$ cat src/rtl/gmii_pkg.sv
// Shared constants and types for the GMII receive/transmit framers.
package gmii_pkg;

    localparam logic [31:0] CRC32_POLY    = 32'h04C1_1DB7;
    localparam logic [31:0] CRC32_INIT    = 32'hFFFF_FFFF;
    localparam logic [31:0] CRC32_RESIDUE = 32'hDEBB_20E3;

    localparam logic [7:0]  PREAMBLE_BYTE = 8'h55;
    localparam logic [7:0]  SFD_BYTE      = 8'hD5;
    localparam int unsigned PREAMBLE_MAX  = 7;

    // Bit positions inside FRAME_ERR.
    localparam int unsigned ERR_PHY = 0;
    localparam int unsigned ERR_FCS = 1;
    localparam int unsigned ERR_LEN = 2;

    typedef enum logic [1:0] {IDLE, PREAMBLE, DATA, DROP} rx_state_e;

    function automatic logic [31:0] bit_reverse32(input logic [31:0] v);
        logic [31:0] r;
        for (int i = 0; i < 32; i++) begin
            r[i] = v[31-i];
        end
        return r;
    endfunction

endpackage

$ cat src/rtl/crc32_byte.sv
// Combinational one-byte step of the reflected (LSB-first) Ethernet CRC-32.
module crc32_byte
    import gmii_pkg::*;
(
    input  logic [31:0] crc_i,
    input  logic [7:0]  data_i,
    output logic [31:0] crc_o
);

    localparam logic [31:0] PolyRefl = bit_reverse32(CRC32_POLY);

    logic [31:0] c;

    always_comb begin
        c = crc_i ^ {24'd0, data_i};
        for (int i = 0; i < 8; i++) begin
            c = c[0] ? ((c >> 1) ^ PolyRefl) : (c >> 1);
        end
        crc_o = c;
    end

endmodule

$ cat src/rtl/gmii_rx_framer.sv
// GMII receive framer: strips preamble/SFD, checks and optionally strips FCS,
// enforces length limits and reports per-frame status at line rate.
module gmii_rx_framer
    import gmii_pkg::*;
#(
    parameter bit          STRIP_FCS = 1'b1,
    parameter bit          CHECK_FCS = 1'b1,
    parameter int unsigned MIN_LEN   = 64,
    parameter int unsigned MAX_LEN   = 1518,
    parameter int unsigned LEN_W     = 16
) (
    input  logic             CLK,
    input  logic             RESET,
    input  logic [7:0]       GMII_RXD,
    input  logic             GMII_RX_DV,
    input  logic             GMII_RX_ER,
    output logic [7:0]       M_TDATA,
    output logic             M_TVALID,
    output logic             M_TLAST,
    output logic             M_TUSER,
    output logic             FRAME_OK,
    output logic             FRAME_BAD,
    output logic [LEN_W-1:0] FRAME_LEN,
    output logic [2:0]       FRAME_ERR
);

    localparam int unsigned D = STRIP_FCS ? 5 : 1;

    localparam logic [LEN_W-1:0] MinLen = LEN_W'(MIN_LEN);
    localparam logic [LEN_W-1:0] MaxLen = LEN_W'(MAX_LEN);
    localparam logic [LEN_W-1:0] DLen   = LEN_W'(D);
    localparam logic [LEN_W-1:0] CntMax = '1;

    logic [7:0]       rxd_q;
    logic             dv_q, er_q;
    rx_state_e        state_q, state_d;
    logic [2:0]       pre_cnt_q, pre_cnt_d;
    logic [LEN_W-1:0] count_q, count_d;
    logic [31:0]      crc_q, crc_d, crc_next;
    logic             phy_q, phy_d;
    logic [7:0]       line_q [D];
    logic [7:0]       line_d [D];

    logic [7:0]       tdata_q, tdata_d;
    logic             tvalid_q, tvalid_d, tlast_q, tlast_d, tuser_q, tuser_d;
    logic             ok_q, ok_d, bad_q, bad_d;
    logic [LEN_W-1:0] len_q, len_d;
    logic [2:0]       err_q, err_d, err_v;

    crc32_byte u_crc (
        .crc_i  (crc_q),
        .data_i (rxd_q),
        .crc_o  (crc_next)
    );

    always_ff @(posedge CLK) begin
        if (RESET) begin
            rxd_q <= '0;
            dv_q  <= 1'b0;
            er_q  <= 1'b0;
        end else begin
            rxd_q <= GMII_RXD;
            dv_q  <= GMII_RX_DV;
            er_q  <= GMII_RX_ER;
        end
    end

    always_ff @(posedge CLK) begin
        if (RESET) begin
            state_q <= IDLE;
        end else begin
            state_q <= state_d;
        end
    end

    always_comb begin
        state_d = state_q;
        case (state_q)
            IDLE: begin
                if (dv_q) begin
                    if (rxd_q == PREAMBLE_BYTE) begin
                        state_d = PREAMBLE;
                    end else if (rxd_q == SFD_BYTE) begin
                        state_d = DATA;
                    end else begin
                        state_d = DROP;
                    end
                end
            end
            PREAMBLE: begin
                if (!dv_q) begin
                    state_d = IDLE;
                end else if (rxd_q == SFD_BYTE) begin
                    state_d = DATA;
                end else if (rxd_q != PREAMBLE_BYTE || pre_cnt_q >= 3'(PREAMBLE_MAX)) begin
                    state_d = DROP;
                end
            end
            DATA: begin
                if (!dv_q) begin
                    state_d = IDLE;
                end else if (count_q == MaxLen) begin
                    state_d = DROP;
                end
            end
            DROP: begin
                if (!dv_q) begin
                    state_d = IDLE;
                end
            end
            default: state_d = IDLE;
        endcase
    end

    always_comb begin
        pre_cnt_d = pre_cnt_q;
        count_d   = count_q;
        crc_d     = crc_q;
        phy_d     = phy_q;
        line_d    = line_q;
        tdata_d   = '0;
        tvalid_d  = 1'b0;
        tlast_d   = 1'b0;
        tuser_d   = 1'b0;
        ok_d      = 1'b0;
        bad_d     = 1'b0;
        len_d     = '0;
        err_d     = '0;
        err_v     = '0;
        case (state_q)
            IDLE: begin
                pre_cnt_d = 3'd1;
                count_d   = '0;
                crc_d     = CRC32_INIT;
                phy_d     = 1'b0;
            end
            PREAMBLE: begin
                pre_cnt_d = pre_cnt_q + 3'd1;
            end
            DATA: begin
                if (dv_q) begin
                    count_d   = (count_q == CntMax) ? count_q : count_q + 1'b1;
                    crc_d     = crc_next;
                    phy_d     = phy_q | er_q;
                    line_d[0] = rxd_q;
                    for (int i = 1; i < D; i++) begin
                        line_d[i] = line_q[i-1];
                    end
                    if (count_q >= DLen) begin
                        tvalid_d = 1'b1;
                        tdata_d  = line_q[D-1];
                    end
                    // Oversize: the byte taking the count past MAX_LEN closes the frame.
                    if (count_q == MaxLen) begin
                        err_v[ERR_LEN] = 1'b1;
                        err_v[ERR_FCS] = CHECK_FCS && (crc_next != CRC32_RESIDUE);
                        err_v[ERR_PHY] = phy_q | er_q;
                        tlast_d = 1'b1;
                        tuser_d = 1'b1;
                        bad_d   = 1'b1;
                        len_d   = count_d;
                        err_d   = err_v;
                    end
                end else begin
                    err_v[ERR_LEN] = (count_q < MinLen) || (count_q > MaxLen);
                    err_v[ERR_FCS] = CHECK_FCS && (crc_q != CRC32_RESIDUE);
                    err_v[ERR_PHY] = phy_q;
                    if (count_q >= DLen) begin
                        tvalid_d = 1'b1;
                        tdata_d  = line_q[D-1];
                        tlast_d  = 1'b1;
                        tuser_d  = |err_v;
                    end
                    ok_d  = ~|err_v;
                    bad_d = |err_v;
                    len_d = count_q;
                    err_d = err_v;
                end
            end
            default: ;
        endcase
    end

    always_ff @(posedge CLK) begin
        if (RESET) begin
            pre_cnt_q <= '0;
            count_q   <= '0;
            crc_q     <= CRC32_INIT;
            phy_q     <= 1'b0;
            for (int i = 0; i < D; i++) begin
                line_q[i] <= '0;
            end
            tdata_q  <= '0;
            tvalid_q <= 1'b0;
            tlast_q  <= 1'b0;
            tuser_q  <= 1'b0;
            ok_q     <= 1'b0;
            bad_q    <= 1'b0;
            len_q    <= '0;
            err_q    <= '0;
        end else begin
            pre_cnt_q <= pre_cnt_d;
            count_q   <= count_d;
            crc_q     <= crc_d;
            phy_q     <= phy_d;
            line_q    <= line_d;
            tdata_q   <= tdata_d;
            tvalid_q  <= tvalid_d;
            tlast_q   <= tlast_d;
            tuser_q   <= tuser_d;
            ok_q      <= ok_d;
            bad_q     <= bad_d;
            len_q     <= len_d;
            err_q     <= err_d;
        end
    end

    assign M_TDATA   = tdata_q;
    assign M_TVALID  = tvalid_q;
    assign M_TLAST   = tlast_q;
    assign M_TUSER   = tuser_q;
    assign FRAME_OK  = ok_q;
    assign FRAME_BAD = bad_q;
    assign FRAME_LEN = len_q;
    assign FRAME_ERR = err_q;

endmodule

$ cat config.mk
export PLATFORM = sky130hd
export DESIGN_NAME = gmii_rx_framer
export DESIGN_NICKNAME = d
export VERILOG_FILES = /design/src/rtl/gmii_pkg.sv /design/src/rtl/crc32_byte.sv /design/src/rtl/gmii_rx_framer.sv
export SDC_FILE = /design/constraint.sdc
export NUM_CORES = 1
export LEC_CHECK = 0
export BUFFER_PORTS_ARGS = -buffer_cell sky130_fd_sc_hd__buf_2
export CORE_UTILIZATION = 54
export DETAILED_ROUTE_END_ITERATION = 8
export HOLD_SLACK_MARGIN = 0.1
export PLACE_DENSITY_LB_ADDON = 0.2
export SKIP_CTS_REPAIR_TIMING = 1
export SLEW_MARGIN = 0
export SYNTH_ARGS = -nofsm -noshare
export SYNTH_HDL_FRONTEND = slang
export SYNTH_HIERARCHICAL = 1
export SYNTH_SLANG_ARGS = --single-unit
$ cat constraint.sdc
create_clock -name CLK -period 2.5 [get_ports CLK]
set_clock_uncertainty 0.1 [all_clocks]
set_input_delay 0.125 -clock CLK [delete_from_list [all_inputs] [get_ports CLK]]
set_output_delay 0.125 -clock CLK [all_outputs]
set_load 0.005 [all_outputs]
Word-level counts from Yosys, hierarchy flattened
Index checks and enable logic that the tools add are counted.

storage, ports and cells
  input bits = 12
  word-level logic and storage cells = 103
  flip-flop bits (word level) = 136
  output and inout port bits = 32

operators by class
  bitwise operators = 12
  $add $sub $neg = 2
  order comparisons = 4
  equality and inequality tests = 15
  reductions and logical operators = 13
  multiplexer cells = 36

operators by type and width
  cell                                                                                  number
  32-bit two-way mux                                                                    9
  13-bit NOT with 14-bit output                                                         8
  16-bit two-way mux                                                                    4
  32-bit inequality test, second input constant                                         2
  32-bit case mux with 2 select lines                                                   1
  16-bit case mux with 2 select lines                                                   1
  32-bit by 8-bit bitwise XOR with 32-bit output                                        1
  16-bit by 1-bit adder with 16-bit output, second input constant                       1
  16-bit by 11-bit equality test with 1-bit output, second input constant               1
  16-bit equality test, second input constant                                           1
  16-bit by 3-bit greater-or-equal comparator with 1-bit output, second input constant  1
  16-bit by 11-bit greater-than comparator with 1-bit output, second input constant     1
  16-bit by 7-bit less-than comparator with 1-bit output, second input constant         1
  2-bit two-way mux                                                                     8
  3-bit OR reduction                                                                    3
  8-bit by 7-bit equality test with 1-bit output, second input constant                 1
  8-bit equality test, second input constant                                            1
  1-bit two-way mux                                                                     8
  8-bit by 7-bit inequality test with 1-bit output, second input constant               1
  2-bit case mux with 4 select lines                                                    1
  3-bit two-way mux                                                                     2
  2-bit inequality test, second input constant                                          3
  3-bit case mux with 2 select lines                                                    1
  2-bit equality test, second input constant                                            2
  15 further kinds                                                                      19

Longest topological paths before layout
  word-level depth = 20
  depth in mapped cells = 8
  mapped depth without buffers = 8

Modules after synthesis
The synthesis kept the hierarchy.

by module, submodules not included
  module          cells each  area each (sq um)  sequential area each (sq um)  times used
  gmii_rx_framer  591         5083.6             2722.6                        1
  crc32_byte      73          839.6              0.0                           1

Least setup slack after synthesis
Ideal clock, no wire load.

  path type = reg2reg
  from = reg rxd_q[1]
  to = reg err_q[1], in the netlist FRAME_ERR[1]
  path buffers = 0
  cell stages (with the launch flop) = 9
  period minus slack after synthesis = 2.426 ns
  path slack = 0.074 ns
  arrival = 2.205 ns
  library setup time = 0.121 ns
  cells stage by stage = dfxtp_1 xnor2_2 xor2_1 xnor2_1 xnor2_1 nand2_1 or4_1 nor4_1 o21ai_1

on the way
  word-level cells in the longest chain between the ends = 16
  elaborated cells on any way between the ends = 18
  classes of those cells = 1 x eq/ne; 10 x mux; 7 x bitwise

RTL lines
  element                                             line                   text
  from (decl)                                         gmii_rx_framer.sv:34   logic [7:0] rxd_q;
  from (signal assigned)                              gmii_rx_framer.sv:58   rxd_q <= '0;
  from (signal assigned)                              gmii_rx_framer.sv:62   rxd_q <= GMII_RXD;
  32-bit by 8-bit bitwise XOR with 32-bit output (*)  crc32_byte.sv:15       c = crc_i ^ {24'd0, data_i};
  32-bit two-way mux (*) (2 in a row)                 crc32_byte.sv:17       c = c[0] ? ((c >> 1) ^ PolyRefl) : (c >> 1);
  13-bit NOT with 14-bit output (no source line)      -
  32-bit two-way mux (*)                              crc32_byte.sv:17
  13-bit NOT with 14-bit output (no source line)      -
  32-bit two-way mux (*) (2 in a row)                 crc32_byte.sv:17
  13-bit NOT with 14-bit output (no source line)      -
  32-bit two-way mux (*)                              crc32_byte.sv:17
  13-bit NOT with 14-bit output (no source line)      -
  32-bit two-way mux (*) (2 in a row)                 crc32_byte.sv:17
  net crc_next[25]                                    gmii_rx_framer.sv:39   logic [31:0] crc_q, crc_d, crc_next;
  32-bit inequality test (*)                          gmii_rx_framer.sv:156  err_v[ERR_FCS] = CHECK_FCS && (crc_next != CRC32_RESIDUE);
  3-bit two-way mux (*)                               gmii_rx_framer.sv:154  if (count_q == MaxLen) begin
  3-bit two-way mux (*)                               gmii_rx_framer.sv:141  if (dv_q) begin
  to (signal assigned)                                gmii_rx_framer.sv:214  err_q <= err_d;
  to (decl)                                           gmii_rx_framer.sv:48   logic [2:0] err_q, err_d, err_v;

The timed path passes the listed nets; every way through them passes the cells marked *.
A chain may end at the register's enable or synchronous reset.

Worst setup path after layout
  from = reg crc_q[1]
  to = reg err_q[1], in the netlist FRAME_ERR[1]

on the way
  elaborated cells on any way between the ends = 19
  classes of those cells = 2 x eq/ne; 10 x mux; 7 x bitwise

RTL lines
  element                                         line                   text
  from (decl)                                     gmii_rx_framer.sv:39
  from (signal assigned)                          gmii_rx_framer.sv:204  crc_q <= crc_d;
  32-bit by 8-bit bitwise XOR with 32-bit output  crc32_byte.sv:15
  32-bit two-way mux (8 in a row)                 crc32_byte.sv:17
  net crc_next[27]                                gmii_rx_framer.sv:39
  32-bit inequality test                          gmii_rx_framer.sv:156
  3-bit two-way mux                               gmii_rx_framer.sv:154
  3-bit two-way mux                               gmii_rx_framer.sv:141

The timed path passes the listed nets, and every way through them passes these cells.

==> out/qor_table.md <==
| Result | Value | Unit |
|---|---|---|
| Number of failing setup endpoints in the final timing report | 1 | - |
| Layout cells sized above 1 | 21.8 | % |
| I/O Buffers | 43 | - |
| CP max FO | 3 | - |
| Leading cell types in the layout, fill and taps excluded | sky130_fd_sc_hd__nand2_1, sky130_fd_sc_hd__dfxtp_1, sky130_fd_sc_hd__a21oi_1 | - |
| Max IR drop VDD | 849 | uV |
| Yosys warning total | 6 | - |
| Final RePlAce weighted congestion | 0.912 | - |
| Worst Reg2Reg Path Length in Cells | 9 | - |
| R2r endpoint | FRAME_ERR[1]$_SDFF_PP0_ | - |
| Library cell used as clock root buffer | sky130_fd_sc_hd__clkbuf_8 | - |
| Via count | 4981 | - |
| Proportion of synthesized chip area in sequential cells | 46.0 | % |
| Remaining antenna violation count after routing | 0 | - |
| Relative area change from synthesis to final layout | 25.4 | % |
| Number of diodes | 0 | - |
| Dominant synthesized flop cell | sky130_fd_sc_hd__dfxtp_1 | - |
| Worst hold path endpoint | rxd_q[2]$_SDFF_PP0_ | - |
| Minimum period implied by the final worst setup slack | 2.51 | ns |
| Die ar. | 0.0114 | sq mm |
| Clock transition at path regs | 0.06 | ns |
| Remaining design rule violation count | 0 | - |
| Height of the die | 107 | microns |
| Total global-route track usage | 24.9 | % |
| Remaining max-slew budget at the tightest pin | 56.7 | % |
| Max clock buf depth | 2 | - |
| Number of hold violations in the final report | 0 | - |
| Hold Path Depth | 3 | - |
| Synth area leader | sky130_fd_sc_hd__dfxtp_1 | - |
| Length of routed met3 wiring | 717 | microns |
| Max-Cap Viols | 0 | - |
| Post-synth ARST share | 0 | % |
| Post-synthesis cell area | 0.00592 | sq mm |
| Clock sink count | 136 | - |
| Kind of critical path | flop to flop | - |
| Die Span X | 107 | microns |
| TritonCTS clock tree | done | - |
| Avg Cell Area, Syn | 8.92 | sq um |
| Commonest non-fill, non-tap cell in the layout | sky130_fd_sc_hd__nand2_1 | - |
| Iter 0 DRT Violations | 310 | - |
| I/O pin count | 44 | - |
| Final-report max-slew violation count | 0 | - |
| Startpoint type of the worst setup path | flop | - |
| First-pass iteration count of the detailed router | 5 | - |
| Kind of path behind the tightest hold check | primary input to flop | - |
| Core footprint | 0.0105 | sq mm |
| Detailed-routed wire length on met2 | 6.99 | mm |
| Cts bufs inserted | 17 | - |
| Setup WS post-layout | -0.0112 | ns |
| Drt via density | 5.55 | - |
| Post-synth EDFFs | 0 | - |
| CP arrival | 2.82 | ns |
| Aggregate routed wire length | 13.9 | mm |
| Highest Signal Layer | met4 | - |
| Number of different library cells in the post-synthesis netlist | 51 | - |
| Fmax | 398 | MHz |
| Setup TNS | -0.0112 | ns |
| HPWL reported at the end of detailed placement | 9.34 | mm |
| Number of antenna violations at the first check in global routing | 0 | - |
| Endpoint kind of the worst setup timing path | flop | - |
| Synth top area share | 46.0 | % |
| Power density relative to cell area | 713 | mW/mm^2 |
| Vias in the first global route | 4681 | - |
| Transition time of the tightest slew-check pin | 0.648 | ns |
| Failing checks | negative setup slack | - |
| Starting density of the core | 56.6 | % |
| CTS H-tree lvls | 4 | - |
| RSZ-0062 raised after global routing | yes | - |
| Leading cell types by total area after synthesis | sky130_fd_sc_hd__dfxtp_1, sky130_fd_sc_hd__nand2_1, sky130_fd_sc_hd__xnor2_1 | - |
| Largest net degree at the start of global routing | 57 | - |
| Synthesized net count | 681 | - |
| Reg2Reg Setup Slack | -0.01 | ns |
| WP data required | 2.81 | ns |
| Hold Worst Slack | 0.249 | ns |
| Period utilization | 100 | % |
| Number of placement rows | 37 | - |
| Later-pin clock latency in the skew report | 0.52 | ns |
| Post-layout net count | 766 | - |
| Gate count after technology mapping | 664 | - |
| Average detailed-routed wire length per instance | 15.5 | microns |
| Startpoint of the tightest hold check path | GMII_RXD[2] | - |
| First-pass GRT wire length | 22.2 | mm |
| Overflow left after global routing | 0 | - |
| Routed length on met1 | 5.89 | mm |
| Origin of the critical flop-to-flop path | crc_q[1]$_SDFFE_PP1P_ | - |
| Run status | finished, violations left | - |
| Leakage power | 2.87 | nW |
| Register bit count reported by yosys | 136 | - |
-- flip-flops by register name, summed over array words and instances, names as in the netlist, 2 cells and up --
name and cells:
count_q 16, FRAME_ERR 3, state_q 2, rxd_q 8, line_q 40, M_TDATA 8
crc_q 32, pre_cnt_q 3, FRAME_LEN 16
-- layer usage --
metal  GRT usage, %  vias to the layer above
met4           10.9                        0
li1               -                     2473
met1           29.2                     2324
met2           42.6                      157
met5              0                        -
met3           6.75                       27
-- how the worst max path moves through the flow --
stage | from | endpoint | slack [ns]
CTS | rxd_q[1]$_SDFF_PP0_ | FRAME_ERR[1]$_SDFF_PP0_ | -0.13
detailed placement | rxd_q[1]$_SDFF_PP0_ | FRAME_ERR[1]$_SDFF_PP0_ | -0.11
finish | crc_q[1]$_SDFFE_PP1P_ | FRAME_ERR[1]$_SDFF_PP0_ | -0.01
floorplan | rxd_q[1]$_SDFF_PP0_ | FRAME_ERR[1]$_SDFF_PP0_ | 0.07
global route | crc_q[1]$_SDFFE_PP1P_ | FRAME_ERR[1]$_SDFF_PP0_ | -0.17
global placement | rxd_q[1]$_SDFF_PP0_ | FRAME_ERR[1]$_SDFF_PP0_ | 0.05
-- cells in the mapped netlist, types with 6 or more instances --
master                       n
sky130_fd_sc_hd__nand2_1   138
sky130_fd_sc_hd__dfxtp_1   136
sky130_fd_sc_hd__a21oi_1    59
sky130_fd_sc_hd__xnor2_1    42
sky130_fd_sc_hd__clkbuf_1   37
sky130_fd_sc_hd__o22ai_1    33
sky130_fd_sc_hd__and3_1     19
sky130_fd_sc_hd__o21ai_0    19
sky130_fd_sc_hd__nor2_1     16
sky130_fd_sc_hd__nand3_1    15
sky130_fd_sc_hd__xor2_1     13
sky130_fd_sc_hd__inv_1      11
sky130_fd_sc_hd__nand4_1    11
sky130_fd_sc_hd__nor2b_1    11
sky130_fd_sc_hd__nor4b_1     7
sky130_fd_sc_hd__nand4b_1    6
sky130_fd_sc_hd__nor4_1      6
sky130_fd_sc_hd__or3_1       6
sky130_fd_sc_hd__xnor2_4     6
-- cell type report --
cell class              count  area [sq um]
multi-input cells         472          3120
fillers                   829          3040
flip-flops and latches    136          2740
repair buffers            110           771
clock buffers              20           435
well taps                 136           170
clock inverters            12           151
inverters                  12          45.0
-- kinds of logic (layout without fill, tap and decap cells) --
logic type / after synthesis / in the layout / share of synthesized area, %
simple gates: 259 / 259 / 21.8
compound gates: 137 / 137 / 13.3
flops: 136 / 136 / 46.0
xor+xnor: 71 / 71 / 14.0
buf+inv: 56 / 154 / 3.82
fa+ha+maj: 5 / 5 / 1.06
-- power by group --
part           internal, mW  switching (mW)
registers              2.19          0.0261
clock network          1.54           0.897
logic                 0.327           0.317
total                  4.06            1.24
-- critical path: stages, from the launching register on --
cell and delay (ns):
sky130_fd_sc_hd__dfxtp_4 0.37, sky130_fd_sc_hd__xnor2_4 0.16, sky130_fd_sc_hd__buf_12 0.14, sky130_fd_sc_hd__xnor2_4 0.24, sky130_fd_sc_hd__xnor2_1 0.12, sky130_fd_sc_hd__xnor2_1 0.28, sky130_fd_sc_hd__nand4b_1 0.15, sky130_fd_sc_hd__or4_4 0.46
sky130_fd_sc_hd__nor4_4 0.30, sky130_fd_sc_hd__o21ai_1 0.08
-- through the flow --
step	instances	power, mW	worst slack (ns)	instance area (sq um)	util [%]
2_1_floorplan	664	2.63	0.0745	5920	-
3_3_place_gp	842	2.79	0.0489	6460	61.7
3_5_place_dp	842	2.79	-0.114	6460	61.7
4_1_cts	874	5.24	-0.132	7050	67.3
5_1_grt	898	5.48	-0.174	7430	71.0
6_report	898	5.30	-0.0112	7430	71.0
(Power assumes the default switching activity.)
